<file path="src/rtl/voice_mixer.sv">
// Voice mixer: sweeps the time-multiplexed oscillator once per frame, sums the voices,
// applies master volume with saturation and hands one sample per frame over valid/ready.
`ifndef FIXED_POINT
`define FIXED_POINT 8
`endif
`ifndef N_OSCILLATORS
`define N_OSCILLATORS 4
`endif

module voice_mixer #(
  parameter int WIDTH      = 24,
  parameter int FRAC       = `FIXED_POINT,
  parameter int N_WAVEGENS = `N_OSCILLATORS,
  parameter int OUT_WIDTH  = 24
) (
  input  logic                                 clk,
  input  logic                                 rstn,
  input  logic                                 start,
  input  logic [7:0]                           master_volume,
  input  logic signed [WIDTH+FRAC-1:0]         osc_out,
  input  logic                                 osc_enabled,
  output logic [$clog2(N_WAVEGENS+1)-1:0]      index,
  output logic signed [OUT_WIDTH-1:0]          out,
  output logic                                 out_valid,
  input  logic                                 out_ready,
  output logic [$clog2(N_WAVEGENS+1)-1:0]      active_voices,
  output logic                                 clip,
  output logic [1:0]                           status
);

  localparam int IW = $clog2(N_WAVEGENS + 1);
  localparam int AW = WIDTH + FRAC + $clog2(N_WAVEGENS) + 1;
  localparam int PW = AW + 9;
  localparam logic signed [PW-1:0] MAXV = {{(PW-OUT_WIDTH+1){1'b0}}, {(OUT_WIDTH-1){1'b1}}};
  localparam logic signed [PW-1:0] MINV = {{(PW-OUT_WIDTH+1){1'b1}}, {(OUT_WIDTH-1){1'b0}}};

  typedef enum logic [1:0] {IDLE, SWEEP, MUL, SAT} state_t;

  state_t                 state, state_d;
  logic signed [AW-1:0]   acc;
  logic [IW-1:0]          cnt;
  logic signed [PW-1:0]   prod;
  logic signed [PW-1:0]   shifted;
  logic signed [OUT_WIDTH-1:0] sat_val;
  logic                   clamped;
  logic                   armed;
  logic                   go;
  logic                   last;

  // armed blocks a start sampled on the very edge that releases reset
  assign go   = start && armed;
  assign last = (index == IW'(N_WAVEGENS - 1));

  always_ff @(posedge clk or negedge rstn) begin
    if (!rstn) state <= IDLE;
    else       state <= state_d;
  end

  always_comb begin
    state_d = state;
    case (state)
      IDLE:    if (go) state_d = SWEEP;
      SWEEP:   if (last) state_d = MUL;
      MUL:     state_d = SAT;
      SAT:     state_d = IDLE;
      default: state_d = IDLE;
    endcase
  end

  always_comb begin
    shifted = prod >>> (8 + FRAC);
    clamped = 1'b0;
    sat_val = shifted[OUT_WIDTH-1:0];
    if (shifted > MAXV) begin
      sat_val = {1'b0, {(OUT_WIDTH-1){1'b1}}};
      clamped = 1'b1;
    end else if (shifted < MINV) begin
      sat_val = {1'b1, {(OUT_WIDTH-1){1'b0}}};
      clamped = 1'b1;
    end
  end

  always_ff @(posedge clk or negedge rstn) begin
    if (!rstn) begin
      index         <= IW'(N_WAVEGENS);
      acc           <= '0;
      cnt           <= '0;
      prod          <= '0;
      out           <= '0;
      out_valid     <= 1'b0;
      clip          <= 1'b0;
      active_voices <= '0;
      status        <= '0;
      armed         <= 1'b0;
    end else begin
      armed <= 1'b1;
      if (start && state != IDLE) status[0] <= 1'b1;
      case (state)
        IDLE: if (go) begin
          acc   <= '0;
          cnt   <= '0;
          index <= '0;
        end
        SWEEP: begin
          acc   <= acc + AW'(osc_out);
          cnt   <= cnt + IW'(osc_enabled);
          index <= last ? IW'(N_WAVEGENS) : index + IW'(1);
        end
        MUL: prod <= PW'(acc) * PW'($signed({1'b0, master_volume}));
        default: ;
      endcase
      // a new sample always wins over a same-edge transfer; an untaken one is overwritten
      if (state == SAT) begin
        out           <= sat_val;
        clip          <= clamped;
        active_voices <= cnt;
        out_valid     <= 1'b1;
        if (out_valid && !out_ready) status[1] <= 1'b1;
      end else if (out_valid && out_ready) begin
        out_valid <= 1'b0;
      end
    end
  end

endmodule

</file>
<file path="config.mk">
export PLATFORM = sky130hd
export DESIGN_NAME = voice_mixer
export DESIGN_NICKNAME = d
export VERILOG_FILES = /design/src/rtl/voice_mixer.sv
export SDC_FILE = /design/constraint.sdc
export NUM_CORES = 1
export LEC_CHECK = 0
export BUFFER_PORTS_ARGS = -buffer_cell sky130_fd_sc_hd__clkbuf_2
export CAP_MARGIN = 10
export CELL_PAD_IN_SITES_DETAIL_PLACEMENT = 1
export CELL_PAD_IN_SITES_GLOBAL_PLACEMENT = 2
export CORE_MARGIN = 2
export CORE_UTILIZATION = 44
export CTS_BUF_LIST = sky130_fd_sc_hd__clkbuf_8
export CTS_CLUSTER_DIAMETER = 80
export DETAILED_ROUTE_END_ITERATION = 10
export PLACE_DENSITY = 0.9
export SYNTH_ARGS = -nofsm -noshare
export SYNTH_HDL_FRONTEND = slang
export SYNTH_SLANG_ARGS = --single-unit
</file>
<file path="constraint.sdc">
create_clock -name clk -period 15.8 [get_ports clk]
set_input_delay 0 -clock clk [delete_from_list [all_inputs] [get_ports clk]]
set_output_delay 0 -clock clk [all_outputs]
set_load 0.02 [all_outputs]
</file>
# Word level (Yosys, flattened, before mapping)
# Cells that the tools add are included.
# word_totals
word_cells	51
in_bits	45
reg_bits	119
out_inout_bits	34
# op_classes
order_cmp	2
mul	1
eq_ne	6
add_sub_neg	3
n_mux	15
reduce_logical	12
# op_table
cell	n
$pmux W35 S2	1
$mux W24	2
$mul A35 B9 Y44	1
$add A35 B32 Y35	1
$mux W35	1
$gt A28 B24 Y1 const B	1
$lt A28 B24 Y1 const B	1
$pmux W3 S2	2
$pmux W2 S4	1
$mux W3	2
$reduce_and A2 Y1	3
$reduce_bool A2 Y1	3
$eq A2 B2 Y1 const B	2
$logic_and A1 B1 Y1	4
$mux W1	4
$mux W2	2
$ne A2 B2 Y1 const B	2
$add A3 B1 Y3	1
$add A3 B1 Y3 const B	1
$eq A3 B2 Y1 const B	1
$eq A2 B1 Y1 const B	1
$logic_not A2 Y1	1
$logic_not A1 Y1	1

# Longest topological paths before layout
# depth
word_depth	3
mapped_depth	22
depth_no_buf	19

# Worst setup path before layout
# Ideal clock, no wire load.
# synth_timing
path_type	register to register
from	reg acc[12]
to	reg prod[42]
required_time_ns	15.675
setup_time_ns	0.125
path_stages_with_launch	20
arrival_time_ns	5.073
synth_period_minus_slack_ns	5.198
path_slack_ns	10.602
n_path_buf	1
path_cell_list	dfrtp_1 -> and2_1 -> fa_1 -> fa_1 -> fa_1 -> inv_1 -> fa_1 -> inv_1 -> ha_1 -> clkbuf_2 -> nand4_1 -> or3_1 -> nor3_2 -> a21oi_1 -> a21boi_1 -> o41a_1 -> o21ai_2 -> a21oi_1 -> xnor2_1 -> mux2_2
# synth_via
elab_chain_len	1
# synth_lines
element	line	text
from (decl)	40	logic signed [AW-1:0] acc;
from (signal assigned)	105	acc <= acc + AW'(osc_out);
$mul A35 B9 Y44	109	MUL: prod <= PW'(acc) * PW'($signed({1'b0, master_volume}));
to (signal assigned)	109	
to (decl)	42	logic signed [PW-1:0] prod;
# No other way between the ends.
# A chain may end at the register's enable or synchronous reset.

# Worst setup path after layout
# layout_timing
from	reg acc[14]
to	reg prod[42]
# Same word-level chain as after synthesis.

==> implementation parameters <==
Parameter                              Value

Status
  Status    finished, final reports clean

Die
  Overall die area    0.03543 mm²
  Die X    roughly 190 µm
  # rows    67
  Floorplan die height    between 150 and 200 µm
  Core outline area    0.03345 mm²
  # IOs    79
  Effective utilization at floorplan    ~45%

Worst setup path
  Crit path launch type    flip-flop
  Kind of end point of the critical path    flip-flop
  CP max stage delay    ~560 ps
  Data arrival time of the worst path    about 6100 ps
  Cell with the largest stage delay on the worst path    fa_1
  Worst EP required    around 16000 ps
  Cell occurring most often along the worst timing path    fa_1
  Crit-path cells    and2_1 > fa_1 > fa_1 > fa_1 > inv_1 > fa_1 > inv_1 > ha_1 > nand4_1 > or3_1 > nor3_2 > a21oi_1 > a21boi_1 > o41a_1 > o21ai_2 > a21oi_1 > xnor2_1 > mux2_2
  Critical path peak fanout    10
  Crit-path leading delay family    adder cells
  WP buf/inv    2
  Critical path class    flip-flop to flip-flop

Timing
  Count of final hold-check violations    0
  Number of max-slew violations in the final report    0
  Clk_skew    between 15 and 20 ps
  Max-Slew Margin vs Limit    between 30% and 40%
  Count of endpoints failing setup in the final report    0
  TNS Setup    0 ps
  FMAX    between 150 and 200 MHz
  Clock period minus worst slack    ~5800 ps
  RSZ-0062 raised after global routing    false
  Slew @ Worst Pin    between 900 and 1000 ps
  Post-route clock period utilization    about 37%

Synthesis
  Synth top cells by count    293 x inv_1, 216 x fa_1, 188 x nand2_1
  Cells after Synth    approximately 1600
  Sequential-to-total area share from yosys stat    17.27%
  Largest family of logic cells by synthesized area    adder cells
  Fraction of synthesized cell area taken by the top area cell type    about 29%
  Register bit total from synthesis    around 100
  Adder-cell area share of the yosys netlist    between 30% and 40%
  Number of warnings issued by yosys    0
  Dominant cell by count in the synthesized netlist    inv_1
  Number of enable-type register cells in the synthesized netlist    0
  Simple logic cell fraction of the synthesized area    16.36%
  Multiplexer share of the synthesized area    2.095%
  Per-instance average area after synthesis    around 9.1 µm²
  Cell variety after synth    81
  Fraction of the mapped netlist area in compound gates    12.09%
  Number of nets in the synthesized netlist    2035
  Share of flip-flops with an asynchronous set or reset after synthesis    100.0%
  Post-Synth XOR/XNOR Area    3.402%
  Synthesized area    around 0.015 mm²
  Synth area leader    fa_1
  Most used flip-flop cell after synthesis    dfrtp_1
  Synth top area cells    fa_1 29%, dfrtp_1 17%, ha_1 11%

GRT
  First-pass GRT wire length    ~65 mm
  Number of antenna violations at the first check in global routing    0
  Vias in the first global route    12780
  Total track usage    between 20% and 30%
  Pin count of the biggest net entering global routing    54
  Remaining global-route overflow    0

Finish
  Footprint of the multi-input gates    between 0.01 and 0.015 mm²
  Count of fill cells added during filler insertion    between 3000 and 4000
  Count of inserted antenna diode cells    0
  Fraction of final layout cells with drive strength greater than 1    9.188%
  Layout overhead on the synthesized area    6.561%
  Number of nets in the layout    between 2000 and 2500
  Register area    0.002579 mm²

Drt
  First-pass DRT Iterations    6
  Per-cell via count in the routed design    about 5.3
  Total via count in the routed design    approximately 11000
  Top layer in use    met4
  Met3 wirelength from detailed routing    1.152 mm
  Met2 WL    between 15 and 20 mm
  Detailed router's first-iteration violation count    429
  Antenna Violating Nets Remaining    0
  Remaining design rule violation count    0
  Total Routed Length    roughly 38 mm
  WL met1    18.63 mm
  Mean routed wirelength per cell    roughly 18 µm

Run
  Count of max-cap constraint violations    0

Placed design
  # port buffers    78
  RePlAce Congestion    ~0.84
  Half-perimeter wire length after detailed placement    30.92 mm

Clocking
  Clock Tree Buf Depth    2
  CTS H-tree lvls    3
  Clock latency at the later pin of the worst-skew pair    between 400 and 500 ps
  Clk root buf    clkbuf_8
  CTS tree    done
  Post-CTS setup buffer count    0
  Clock buffers created by TritonCTS    9
  Clock-pin slew on the worst setup and hold paths    120 ps
  Clock sinks    roughly 100

Min path
  Class of the tightest hold or removal check    input pin to flip-flop
[sequential cells by signal, indices dropped and copies added (netlist names)]
signal,count
acc,35
prod,28
out,24
active_voices,3
cnt,3
index,3
state,2
status,2
armed,1
clip,1
out_valid,1
[metal layers]
layer  global-route usage, %  vias up
met5                       0        -
met4                   4.331        0
met3                   2.589       28
met2                   38.22      179
met1                   31.54     5719
li1                        -     5323
[path summary, 6_finish.rpt]
| path | slack [ps] | startpoint | to | cells after the start |
|---|---|---|---|---|
| setup / recovery | 9990 | acc[14] | prod[42] | 18 |
| hold / removal | 50 | osc_out[31] | acc[34] | 3 |
| setup reg to reg | 9990 | acc[14] | prod[42] | 18 |
| hold reg to reg | 490 | status[1] | status[1] | 1 |
| max in group asynchronous | 14510 | rstn | cnt[0] | 3 |
| min in group asynchronous | 150 | rstn | out[5] | 2 |
[per-stage QoR]
| step | cell area [µm²] | hold slack [ps] | utilization [%] | setup WS [ps] | instances |
|---|---|---|---|---|---|
| 2_1_floorplan | 14930 | -295.6 | - | 10600 | 1648 |
| 3_3_place_gp | 15660 | 74.87 | 46.80 | 9962 | 2114 |
| 3_5_place_dp | 15660 | 68.96 | 46.80 | 9861 | 2114 |
| 4_1_cts | 15910 | 27.52 | 47.57 | 9968 | 2135 |
| 5_1_grt | 15910 | 43.44 | 47.57 | 9686 | 2135 |
| 6_report | 15910 | 47.31 | 47.57 | 9986 | 2135 |
[cell families after synthesis]
family	count (synthesis)
buf+inv	359
flops	103
fa+ha+maj	342
compound gates	272
mux	28
other cells	1
xor+xnor	58
simple gates	485
[cells in the final DEF, fill, tap and decap left out, types with 9 or more instances in the layout]
master and count:
inv_1 293, nand3_1 14, xor2_1 22, nor2b_1 11, nor2_1 55, ha_1 126, fa_1 216, mux2_2 26
clkbuf_2 77, a21o_1 34, o22ai_1 26, a21oi_1 73, xnor2_1 36, dfrtp_1 102, clkbuf_8 9, o21ai_0 54
a22o_1 9, nand2_1 188, and2_1 160, nand4_1 14
[timing repair]
action / in CTS / in global routing
resized for setup: 0 / 0
hold buffers: 5 / 0
hold endpoints to repair: 55 / 0
[worst min-delay path, delay by kind of cell]
kind,cells,cell delay [ps]
compound gates,1,160
xor+xnor,1,120
buf+inv,1,140
[layout make-up]
class | instances | area share (%)
multi-input cells | 1186 | 68.99
flip-flops and latches | 103 | 16.21
inverters | 293 | 6.911
well taps | 448 | 3.523
repair buffers | 89 | 3.067
clock buffers | 9 | 0.7784
clock inverters | 7 | 0.5268
Power is left out: the tool's default activity adds up to more than one toggle a clock period on the data nets, which glitch-free logic cannot reach.
